`src/rtl/bit_serial_alu.sv`:
```
// bit_serial_alu: one-slice serial ALU. It processes one operand bit per clock,
// LSB first. Each bit passes through an arithmetic extender, a logic extender
// and a full adder whose carry is held in a flop. An operation takes WIDTH+1
// cycles from the accepted start to the done pulse.
module bit_serial_alu #(
  parameter int WIDTH = 8
) (
  input  logic             clk,
  input  logic             rst,
  input  logic             start,
  input  logic             op_m,
  input  logic             op_s1,
  input  logic             op_s0,
  input  logic [WIDTH-1:0] a,
  input  logic [WIDTH-1:0] b,
  output logic             busy,
  output logic             done,
  output logic [WIDTH-1:0] result,
  output logic             cout,
  output logic             zero,
  output logic             ovf
);

  localparam int CNT_W = $clog2(WIDTH + 1);

  typedef enum logic [1:0] {
    ST_IDLE  = 2'd0,
    ST_SHIFT = 2'd1,
    ST_DONE  = 2'd2
  } state_t;

  state_t             state_r;
  logic [WIDTH-1:0]   a_sh_r;
  logic [WIDTH-1:0]   b_sh_r;
  logic [WIDTH-1:0]   res_sh_r;
  logic [CNT_W-1:0]   count_r;
  logic               carry_r;
  logic               cin_msb_r;
  logic               m_r;
  logic               s1_r;
  logic               s0_r;

  logic               slice_y_s;
  logic               slice_x_s;
  logic               slice_sum_s;
  logic               slice_carry_s;
  logic               accept_s;
  logic               last_bit_s;

  // Arithmetic extender. B, ~B, 0 or all-ones is fed to the adder.
  function automatic logic arith_ext(input logic m, input logic s1,
                                     input logic s0, input logic bi);
    logic y;
    if (m) begin
      case ({s1, s0})
        2'b00:   y = 1'b0;
        2'b01:   y = bi;
        2'b10:   y = ~bi;
        2'b11:   y = 1'b1;
        default: y = 1'b0;
      endcase
    end else begin
      y = 1'b0;
    end
    return y;
  endfunction

  // Logic extender. In arithmetic mode it passes A through to the adder.
  function automatic logic logic_ext(input logic m, input logic s1,
                                     input logic s0, input logic ai,
                                     input logic bi);
    logic x;
    if (m) begin
      x = ai;
    end else begin
      case ({s1, s0})
        2'b00:   x = ai & bi;
        2'b01:   x = ai | bi;
        2'b10:   x = ai ^ bi;
        2'b11:   x = ~ai;
        default: x = 1'b0;
      endcase
    end
    return x;
  endfunction

  // Majority of three gives the full-adder carry.
  function automatic logic maj3(input logic x, input logic y, input logic z);
    return (x & y) | (x & z) | (y & z);
  endfunction

  // Bit slice on the current LSBs of the operand shift registers.
  // A start that arrives while done is still high is refused. This stops a
  // back-to-back request from slipping in on the done cycle.
  always_comb begin
    slice_y_s     = 1'b0;
    slice_x_s     = 1'b0;
    slice_sum_s   = 1'b0;
    slice_carry_s = 1'b0;
    slice_y_s     = arith_ext(m_r, s1_r, s0_r, b_sh_r[0]);
    slice_x_s     = logic_ext(m_r, s1_r, s0_r, a_sh_r[0], b_sh_r[0]);
    slice_sum_s   = slice_x_s ^ slice_y_s ^ carry_r;
    if (m_r) begin
      slice_carry_s = maj3(slice_x_s, slice_y_s, carry_r);
    end else begin
      slice_carry_s = 1'b0;
    end
    accept_s   = (state_r == ST_IDLE) && start && !done;
    last_bit_s = (count_r == CNT_W'(WIDTH - 1));
  end

  // Control FSM plus datapath registers. All outputs are registered here.
  always_ff @(posedge clk) begin
    if (rst) begin
      state_r   <= ST_IDLE;
      a_sh_r    <= '0;
      b_sh_r    <= '0;
      res_sh_r  <= '0;
      count_r   <= '0;
      carry_r   <= 1'b0;
      cin_msb_r <= 1'b0;
      m_r       <= 1'b0;
      s1_r      <= 1'b0;
      s0_r      <= 1'b0;
      busy      <= 1'b0;
      done      <= 1'b0;
      result    <= '0;
      cout      <= 1'b0;
      zero      <= 1'b0;
      ovf       <= 1'b0;
    end else begin
      done <= 1'b0;
      case (state_r)
        ST_IDLE: begin
          if (accept_s) begin
            a_sh_r  <= a;
            b_sh_r  <= b;
            m_r     <= op_m;
            s1_r    <= op_s1;
            s0_r    <= op_s0;
            carry_r <= op_m & ~op_s0;
            count_r <= '0;
            busy    <= 1'b1;
            state_r <= ST_SHIFT;
          end else begin
            state_r <= ST_IDLE;
          end
        end
        ST_SHIFT: begin
          res_sh_r <= {slice_sum_s, res_sh_r[WIDTH-1:1]};
          a_sh_r   <= {1'b0, a_sh_r[WIDTH-1:1]};
          b_sh_r   <= {1'b0, b_sh_r[WIDTH-1:1]};
          carry_r  <= slice_carry_s;
          count_r  <= count_r + CNT_W'(1);
          if (last_bit_s) begin
            // Keep the carry into the MSB so overflow can be computed later.
            cin_msb_r <= carry_r;
            busy      <= 1'b0;
            state_r   <= ST_DONE;
          end else begin
            state_r   <= ST_SHIFT;
          end
        end
        ST_DONE: begin
          result  <= res_sh_r;
          zero    <= (res_sh_r == '0);
          cout    <= m_r & carry_r;
          ovf     <= m_r & (carry_r ^ cin_msb_r);
          done    <= 1'b1;
          state_r <= ST_IDLE;
        end
        default: begin
          busy    <= 1'b0;
          state_r <= ST_IDLE;
        end
      endcase
    end
  end

endmodule
```
`config.mk`:
```
export PLATFORM = sky130hd
export DESIGN_NAME = bit_serial_alu
export DESIGN_NICKNAME = d
export VERILOG_FILES = /design/src/rtl/bit_serial_alu.sv
export SDC_FILE = /design/constraint.sdc
export NUM_CORES = 1
export LEC_CHECK = 0
export ABC_AREA = 1
export CORE_ASPECT_RATIO = 1.2
export CORE_UTILIZATION = 40
export CTS_BUF_LIST = sky130_fd_sc_hd__clkbuf_8 sky130_fd_sc_hd__clkbuf_16
export DETAILED_ROUTE_END_ITERATION = 10
export HOLD_SLACK_MARGIN = 0.06
export SYNTH_ARGS = -nofsm -noshare
export SYNTH_HDL_FRONTEND = slang
export SYNTH_SLANG_ARGS = --single-unit
```
`constraint.sdc`:
```
create_clock -name clk -period 2.2 [get_ports clk]
set_clock_uncertainty 0.1 [all_clocks]
set_input_delay 0.22 -clock clk [delete_from_list [all_inputs] [get_ports clk]]
set_output_delay 0.22 -clock clk [all_outputs]
set_load 0.02 [all_outputs]
```
==> results of run 1 <==
[registers in the layout, indices dropped and copies added, names as in the netlist, 2 cells and up]
signal and flops:
a_sh_r 8, b_sh_r 8, res_sh_r 8, result 8
count_r 4, state_r 2
[layer usage]
metal,up-vias,GRT usage [%],share of wire (%)
met5,-,0,0
met4,0,5.45,1.0
met3,4,4.32,3.2
met2,38,27.8,48
met1,878,19.1,47
li1,1045,-,-
[worst max-delay path, delay by kind of cell (launching register included)]
kind,cells,cell delay [ns]
fa+ha+maj,2,0.65
simple gates,7,0.52
flops,1,0.37
compound gates,1,0.07
buf+inv,1,0.08
[final cells by class]
| class | count | area, um^2 |
|---|---|---|
| well taps | 62 | 77.6 |
| multi-input cells | 222 | 1080 |
| clock buffers | 5 | 68.8 |
| repair buffers | 38 | 370 |
| flip-flops and latches | 48 | 961 |
| inverters | 27 | 104 |
| fillers | 555 | 2670 |
| clock inverters | 3 | 42.5 |
[cell usage after synthesis]
cell,instances
xor2_1,1
buf_2,4
or2_2,1
dfxtp_1,48
o21ai_1,15
inv_2,1
and2_0,1
fa_1,1
nor2_1,52
clkbuf_1,3
inv_1,25
nor2_2,21
buf_6,2
o211ai_1,1
inv_4,1
nand3_1,27
a21oi_1,18
nor2_4,2
ha_1,3
nand2_4,3
nand4_1,1
buf_4,5
nand2_1,56
o21ai_0,19
buf_12,1
[kinds of logic (layout without fill, tap and decap cells)]
kind of cell | after synthesis | in the layout | share of synthesized area [%]
AND/OR/NAND/NOR | 164 | 164 | 33.1
buffers and inverters | 42 | 73 | 9.53
XOR/XNOR | 1 | 1 | 0.388
AO/OA/AOI/OAI | 53 | 53 | 11.9
flip-flops | 48 | 48 | 42.6
adder cells (fa/ha/maj) | 4 | 4 | 2.55
[how the worst max path moves through the flow]
stage	from	endpoint	depth (start not counted)
after global placement	a_sh_r[0]	carry_r	11
after detailed placement	a_sh_r[0]	carry_r	11
final	a_sh_r[0]	carry_r	11
after CTS	a_sh_r[0]	carry_r	11
after floorplan	a_sh_r[0]	carry_r	11
after global routing	a_sh_r[0]	carry_r	11
[stage by stage]
step / cell area, um^2 / hold slack [ns]
2_1_floorplan: 2260 / 0.189
3_3_place_gp: 2590 / 0.356
3_5_place_dp: 2590 / 0.355
4_1_cts: 2710 / 0.369
5_1_grt: 2710 / 0.392
6_report: 2710 / 0.369
[where the power goes]
part	total [mW]	leakage, nW	internal, mW	switching [mW]
logic	0.319	0.667	0.131	0.188
clock network	0.639	0.0541	0.337	0.302
registers	0.956	0.393	0.923	0.0334
==> impl_metrics.py, run 1 <==
metrics = {
    "floorplan": {
        "num_rows": 29,
        "dieWidth_um": 70.6,
        "ios": 35,
        "dieHeight_um": 84.3,
        "die_area_um2": 5950,
        "initial_utilization_pct": 42.0,
        "core_area_um2": 5370,
    },
    "placement": {
        "port_buffers": 34,
        "dp_cells": 397,
        "dp_hpwl_mm": 2.97,
        "gp_congestion": 0.769,
        "dp_slack_ns": 0.392,
    },
    "route": {
        "routed_via_density": 4.85,
        "final_antenna_net_count": 0,
        "num_vias": 1965,
        "drt_first_pass_iters": 7,
        "route.detailed.drc": 9,
        "drtIter0Drc": 117,
        "drt-total-wl_mm": 4.35,
        "routedWlPerCell_um": 10.7,
    },
    "critical_path": {
        "critical_path_class": "reg2reg",
        "reg2reg_slack_ns": 0.37,
        "worstPathCellList": "inv_1, ha_1, o21ai_0, nand3_1, nand2_1, fa_1, nor2_1, nand2_1, nand2_1, nor2_2, nor2_2",
        "path_max_fanout": 3,
        "rr_worst_depth": 11,
        "endpoint_kind": "flip-flop",
        "cp_common_cell": "nand2_1",
        "cp_slowest_stage_delay_ns": 0.38,
        "crit_required_ns": 2.35,
        "timing.rr.start": "a_sh_r[0]",
        "arrival_ns": 1.98,
        "cpMaxStageDelayCell": "fa_1",
        "reg2reg_to": "carry_r",
        "critical_path.startpoint_type": "flip-flop",
    },
    "synthesis": {
        "synth_top_cell_area_share_pct": 42.6,
        "synth_top_area_cell": "dfxtp_1",
        "ys_types": 25,
        "yosys_warnings": 0,
        "syn_area_per_cell_um2": 7.23,
        "ys_ff_latch": 48,
        "syn-num-nets": 338,
        "synthTopCellsByArea": "dfxtp_1, nand2_1, nor2_1",
        "netlist_area_um2": 2260,
        "ys_seq_area_share_pct": 42.6,
        "syn_inst": 312,
    },
    "min_path": {
        "min-delay-start": "ovf",
        "hp-class": "reg2reg",
        "whs_path_depth": 2,
        "hold_end": "ovf",
    },
    "power_and_ir_drop": {
        "vdd_drop_max_v": 0.000289,
        "report.power.total_mw": 1.91,
        "p_leak_nw": 1.11,
        "p_per_area_nw_per_um2": 708,
    },
    "sta": {
        "timing.final.crit_share_pct": 83.3,
        "setup_violations": 0,
        "drv_slew": 0,
        "hold_viol_final": 0,
        "tightest_slew_ns": 0.337,
        "fmaxAchievable_ghz": 0.545,
        "finalSetupTns_ns": 0,
        "rsz0062_at_grt": "no",
        "relSlewSlack_pct": 77.5,
        "layout_setup_ws_ns": 0.367,
        "period_minus_slack_ns": 1.83,
    },
    "finish": {
        "final_cells": 405,
        "most-common-layout-cells": "nand2_1, nor2_1, dfxtp_1, clkdlybuf4s50_1, nand3_1",
        "syn_to_final_growth_pct": 19.8,
        "final_common_cell": "nand2_1",
        "drive_gt1_share_pct": 12.0,
        "utilization_pct": 50.4,
        "nets": 368,
        "antenna_cells": 0,
    },
    "global_route": {
        "grt_max_degree": 34,
        "antenna_found_initial": 0,
        "track_usage_pct": 16.0,
        "grt_pass1_vias": 1704,
        "grt_overflow": 0,
        "grt_pass1_wl_mm": 7.52,
    },
    "clocking": {
        "cts_tree": "done",
        "cts.path.max_buffers": 2,
        "cts_max_level": 2,
        "ctsRootBufferMaster": "clkbuf_8",
        "cts_buffers": 5,
        "ctsResizeCount": 0,
        "cts.sinks": 48,
        "clock_latency_ns": 0.30,
        "postCtsSetupRepairBufs": 0,
        "clkTransAtPathRegs_ns": 0.09,
        "cts_hold_buffers": 0,
    },
    "job": {
        "drv_cap": 0,
    },
    "run_status": {
        "violations": "design-rule violations",
        "status": "complete, but fails checks",
    },
}
No activity file was read; power rests on OpenSTA's default activity.
==> inputs of run 2 (changes only) <==
==> constraint.sdc (replaced) <==
create_clock -name clk -period 1.81 [get_ports clk]
set_clock_uncertainty 0.1 [all_clocks]
set_input_delay 0.181 -clock clk [delete_from_list [all_inputs] [get_ports clk]]
set_output_delay 0.181 -clock clk [all_outputs]
set_load 0.02 [all_outputs]
==> impl_metrics.py, run 2 (synthesis gave the netlist of run 1 again) <==
metrics = {
    "finish": {
        "most-common-layout-cells": "nand2_1, nor2_1, dfxtp_1, clkdlybuf4s50_1, nand3_1",
        "nets": 371,
        "drive_gt1_share_pct": 14.5,
        "utilization_pct": 51.2,
        "stdcell_area_um2": 2750,
        "antenna_cells": 0,
        "final_common_cell": "nand2_1",
        "syn_to_final_growth_pct": 21.7,
    },
    "critical_path": {
        "setup.worst_path.start": "a_sh_r[0]",
        "critical_path.startpoint_type": "flip-flop",
        "cp.depth": 12,
        "crit_path_end": "carry_r",
        "crit_buf_inv": 1,
        "cp_slowest_stage_delay_ns": 0.34,
        "cpMaxStageDelayCell": "dfxtp_2",
        "worstPathCellList": "inv_2, ha_1, nand2_1, o211ai_1, nand3_1, nand2_1, fa_2, nor2_1, nand2_1, nand2_1, nor2_2, nor2_2",
        "cp_common_cell": "nand2_1",
        "timing.rr.start": "a_sh_r[0]",
        "critical_path_class": "reg2reg",
        "arrival_ns": 1.85,
        "endpoint_kind": "flip-flop",
        "cpLargestDelayFamily": "simple AND/OR/NAND/NOR gates",
        "crit_required_ns": 1.96,
        "reg2reg_slack_ns": 0.10,
        "reg2reg_to": "carry_r",
        "rr_worst_depth": 12,
        "path_max_fanout": 3,
    },
    "route": {
        "drt_first_pass_iters": 7,
        "routedWlPerCell_um": 10.9,
        "drt-total-wl_mm": 4.45,
        "num_vias": 1960,
        "routed_via_density": 4.80,
        "final_antenna_net_count": 0,
        "drtIter0Drc": 92,
        "route.detailed.drc": 8,
    },
    "clocking": {
        "cts.sinks": 48,
        "cts_hold_buffers": 0,
        "cts_buffers": 5,
        "cts_max_level": 2,
        "cts.path.max_buffers": 2,
        "clock_latency_ns": 0.30,
        "ctsRootBufferMaster": "clkbuf_8",
        "clkTransAtPathRegs_ns": 0.09,
        "cts_tree": "done",
    },
    "run_status": {
        "violations": "design-rule violations",
        "status": "complete, but fails checks",
    },
    "sta": {
        "rsz0062_at_grt": "yes",
        "period_minus_slack_ns": 1.71,
        "fmaxAchievable_ghz": 0.586,
        "setup_violations": 0,
        "drv_slew": 0,
        "tightest_slew_ns": 0.342,
        "hold_viol_final": 0,
        "timing.final.crit_share_pct": 94.3,
        "relSlewSlack_pct": 77.1,
    },
    "floorplan": {
        "dieWidth_um": 70.6,
        "dieHeight_um": 84.3,
        "num_rows": 29,
        "ios": 35,
        "die_area_um2": 5950,
        "core_area_um2": 5370,
        "initial_utilization_pct": 42.0,
    },
    "placement": {
        "gp_congestion": 0.718,
        "placed_area_um2": 2620,
        "port_buffers": 34,
        "dp_hpwl_mm": 2.99,
    },
    "min_path": {
        "whs_path_depth": 3,
        "hp-class": "in2reg",
        "min-delay-start": "op_s1",
    },
    "power_and_ir_drop": {
        "report.power.total_mw": 2.33,
        "vdd_drop_max_v": 0.000376,
        "p_leak_nw": 1.14,
        "p_per_area_nw_per_um2": 850,
    },
    "job": {
        "drv_cap": 0,
    },
    "global_route": {
        "grt_pass1_vias": 1748,
        "grt_max_degree": 45,
        "grt_pass1_wl_mm": 7.77,
        "grt_overflow": 0,
        "antenna_found_initial": 0,
        "track_usage_pct": 16.2,
    },
}
run 2: cell count changes in the layout (fill, tap and decap cells not counted), sizes merged:
cell / before / now
inv: 27 / 28
clkinvlp: 1 / 0
buf: 4 / 7
run 2: how the worst min path moves through the flow:
stage	endpoint	slack (ns)
2_1_floorplan	count_r[1]	0.15
3_5_place_dp	zero	0.36
3_3_place_gp	s1_r	0.35
4_1_cts	s1_r	0.35
6_report	s1_r	0.36
5_1_grt	zero	0.38
run 2: timing repair:
action	4_1_cts	5_1_grt
gates resized for setup	1	7
pin swaps	0	4
hold endpoints to repair	0	0
endpoints found under the setup margin	1	2
setup buffers	1	0
run 2: metal layers:
layer | up-vias | wire length [um] | GRT usage, %
li1 | 1048 | - | -
met1 | 868 | 2080 | 18.8
met2 | 37 | 2150 | 29.3
met3 | 7 | 162 | 3.60
met4 | 0 | 60 | 5.45
met5 | - | 0 | 0
run 2: report_power, final:
part           internal [mW]  leakage, nW  switching (mW)
sequential              1.12        0.394          0.0398
combinational          0.174        0.684           0.235
clock                  0.405       0.0593           0.358
run 2: final cells by class:
type,instances,area [um^2]
flip-flops and latches,48,963
well taps,62,77.6
clock inverters,3,38.8
inverters,27,104
fillers,565,2620
multi-input cells,222,1090
repair buffers,41,405
clock buffers,5,68.8
run 2: worst min-delay path, cell delays in order:
cell	delay, ns
clkdlybuf4s50_1	0.40
nand3_1	0.08
a21oi_1	0.06
run 2: metrics by stage:
stage | instances | setup slack [ns] | hold slack, ns | setup TNS (ns)
global placement | 399 | 0.0275 | 0.355 | 0
detailed placement | 399 | -0.00334 | 0.362 | -0.00334
finish | 408 | 0.103 | 0.358 | 0
floorplan | 312 | 0.115 | 0.150 | 0
global route | 408 | -0.0108 | 0.382 | -0.0108
CTS | 408 | 0.000340 | 0.353 | 0
==> inputs of run 3 (changes only) <==
--- a/config.mk
+++ b/config.mk
@@ -5,12 +5,10 @@
 export SDC_FILE = /design/constraint.sdc
 export NUM_CORES = 1
 export LEC_CHECK = 0
-export ABC_AREA = 1
 export CORE_ASPECT_RATIO = 1.2
 export CORE_UTILIZATION = 40
 export CTS_BUF_LIST = sky130_fd_sc_hd__clkbuf_8 sky130_fd_sc_hd__clkbuf_16
 export DETAILED_ROUTE_END_ITERATION = 10
-export HOLD_SLACK_MARGIN = 0.06
 export SYNTH_ARGS = -nofsm -noshare
 export SYNTH_HDL_FRONTEND = slang
 export SYNTH_SLANG_ARGS = --single-unit
==> constraint.sdc (replaced) <==
create_clock -name clk -period 2.2 [get_ports clk]
set_clock_uncertainty 0.1 [all_clocks]
set_input_delay 0.22 -clock clk [delete_from_list [all_inputs] [get_ports clk]]
set_output_delay 0.22 -clock clk [all_outputs]
set_load 0.02 [all_outputs]
==> impl_metrics.py, run 3 <==
metrics = {
    "run_status": {
        "status": "finished clean",
    },
    "floorplan": {
        "dieWidth_um": 68.2,
        "dieHeight_um": 81.4,
        "initial_utilization_pct": 42.0,
        "die_area_um2": 5550,
        "core_area_um2": 5010,
        "num_rows": 28,
        "ios": 35,
    },
    "critical_path": {
        "path_max_fanout": 5,
        "arrival_ns": 2.13,
        "critical_path_class": "reg2reg",
        "critical_path.startpoint_type": "flip-flop",
        "endpoint_kind": "flip-flop",
        "rr_worst_depth": 8,
        "crit_required_ns": 2.32,
    },
    "finish": {
        "utilization_pct": 51.2,
        "final_common_cell": "nand2_1",
        "antenna_cells": 0,
        "syn_to_final_growth_pct": 22.1,
        "nFillCells": 504,
        "nets": 304,
        "most-common-layout-cells": "nand2_1, dfxtp_1, clkdlybuf4s50_1, a21oi_1, nor3_1",
        "drive_gt1_share_pct": 7.53,
    },
    "global_route": {
        "grt_pass1_vias": 1687,
        "antenna_found_initial": 0,
        "track_usage_pct": 18.2,
        "grt_max_degree": 50,
        "grt_overflow": 0,
        "grt_pass1_wl_mm": 7.58,
    },
    "synthesis": {
        "syn_inst": 251,
        "netlist_area_um2": 2100,
        "yosys_warnings": 0,
        "syn_area_per_cell_um2": 8.38,
        "synth_flop_cell": "dfxtp_1",
        "synth_common_cells": "nand2_1, dfxtp_1, a21oi_1",
        "ys_types": 33,
        "synthTopCellsByArea": "dfxtp_1, nand2_1, a311oi_1",
        "ys_seq_area_share_pct": 45.7,
        "yosysMostFrequentCell": "nand2_1",
        "synth-edff-count": 0,
        "async_flop_share_pct": 0,
        "syn-num-nets": 277,
        "synth_top_area_cell": "dfxtp_1",
        "synth_top_cell_area_share_pct": 45.7,
        "ys_ff_latch": 48,
    },
    "clocking": {
        "cts.sinks": 48,
        "clock_latency_ns": 0.30,
        "cts_buffers": 5,
        "cts_max_level": 2,
        "clkTransAtPathRegs_ns": 0.09,
        "cts_hold_buffers": 0,
        "ctsRootBufferMaster": "clkbuf_8",
        "cts.path.max_buffers": 2,
        "cts_tree": "done",
    },
    "route": {
        "drt_first_pass_iters": 4,
        "num_vias": 1784,
        "routed_via_density": 5.26,
        "route.detailed.drc": 0,
        "drt-total-wl_mm": 4.34,
        "drtIter0Drc": 75,
        "routedWlPerCell_um": 12.8,
        "final_antenna_net_count": 0,
    },
    "sta": {
        "setup_violations": 0,
        "hold_viol_final": 0,
        "relSlewSlack_pct": 68.5,
        "period_minus_slack_ns": 2.01,
        "whs_ns": 0.356,
        "rsz0062_at_grt": "no",
        "drv_slew": 0,
        "tightest_slew_ns": 0.472,
        "finalSetupTns_ns": 0,
        "timing.final.crit_share_pct": 91.3,
        "fmaxAchievable_ghz": 0.498,
    },
    "min_path": {
        "hp-class": "reg2reg",
        "whs_path_depth": 2,
    },
    "placement": {
        "dp_hpwl_mm": 2.87,
        "port_buffers": 34,
        "gp_congestion": 0.751,
    },
    "job": {
        "drv_cap": 0,
    },
    "power_and_ir_drop": {
        "vdd_drop_max_v": 0.000348,
        "report.power.total_mw": 1.81,
        "p_leak_nw": 0.894,
        "p_per_area_nw_per_um2": 705,
    },
}
-- run 3: what timing repair did --
action | in CTS | in global routing
buffers inserted | 0 | 0
setup endpoints to repair | 0 | 1
gates resized for setup | 0 | 3
-- run 3: worst max-delay path: stages (launching register included) --
cell	delay, ns
dfxtp_2	0.37
inv_1	0.06
ha_1	0.27
nand2b_1	0.06
o2111ai_1	0.09
o311ai_1	0.16
fa_1	0.42
nand3b_1	0.16
a311oi_1	0.24
-- run 3: worst paths after layout --
path             start        end  slack (ns)
max          a_sh_r[0]    carry_r        0.19
min          result[2]  result[2]        0.36
max reg2reg  a_sh_r[0]    carry_r        0.19
min reg2reg  result[2]  result[2]        0.36
-- run 3: logic make-up after synthesis --
logic type,Yosys count,synth area share (%)
compound gates,49,15.3
xor+xnor,1,0.416
fa+ha+maj,4,2.74
buf+inv,25,6.84
flops,48,45.7
mux,3,1.49
simple gates,121,27.5
-- run 3: power breakdown --
part | internal (mW) | leakage, nW | switching, mW | total, mW
combinational | 0.113 | 0.442 | 0.128 | 0.242
sequential | 0.913 | 0.393 | 0.0352 | 0.948
clock | 0.333 | 0.0593 | 0.287 | 0.620
-- run 3: layer usage --
metal / global-route usage (%) / routed length [um]
met5: 0 / 0
met4: 7.92 / 85
met3: 4.58 / 112
met2: 31.4 / 2170
met1: 20.7 / 1970
-- run 3: cell type report --
class | count | area [um^2] | share of cell area, %
inverter | 4 | 15.0 | 0.585
clock inverter | 3 | 38.8 | 1.51
clock buffer | 5 | 68.8 | 2.68
tap | 60 | 75.1 | 2.92
multi-input combinational | 178 | 1000 | 39.0
sequential | 48 | 963 | 37.5
timing repair buffer | 41 | 405 | 15.8
-- run 3: stage by stage --
step,instances,instance area [um^2],setup WS [ns]
finish,339,2570,0.191
global route,339,2570,0.0363
CTS,339,2560,0.0228
detailed placement,331,2460,0.0446
global placement,331,2460,0.173
floorplan,251,2100,0.242
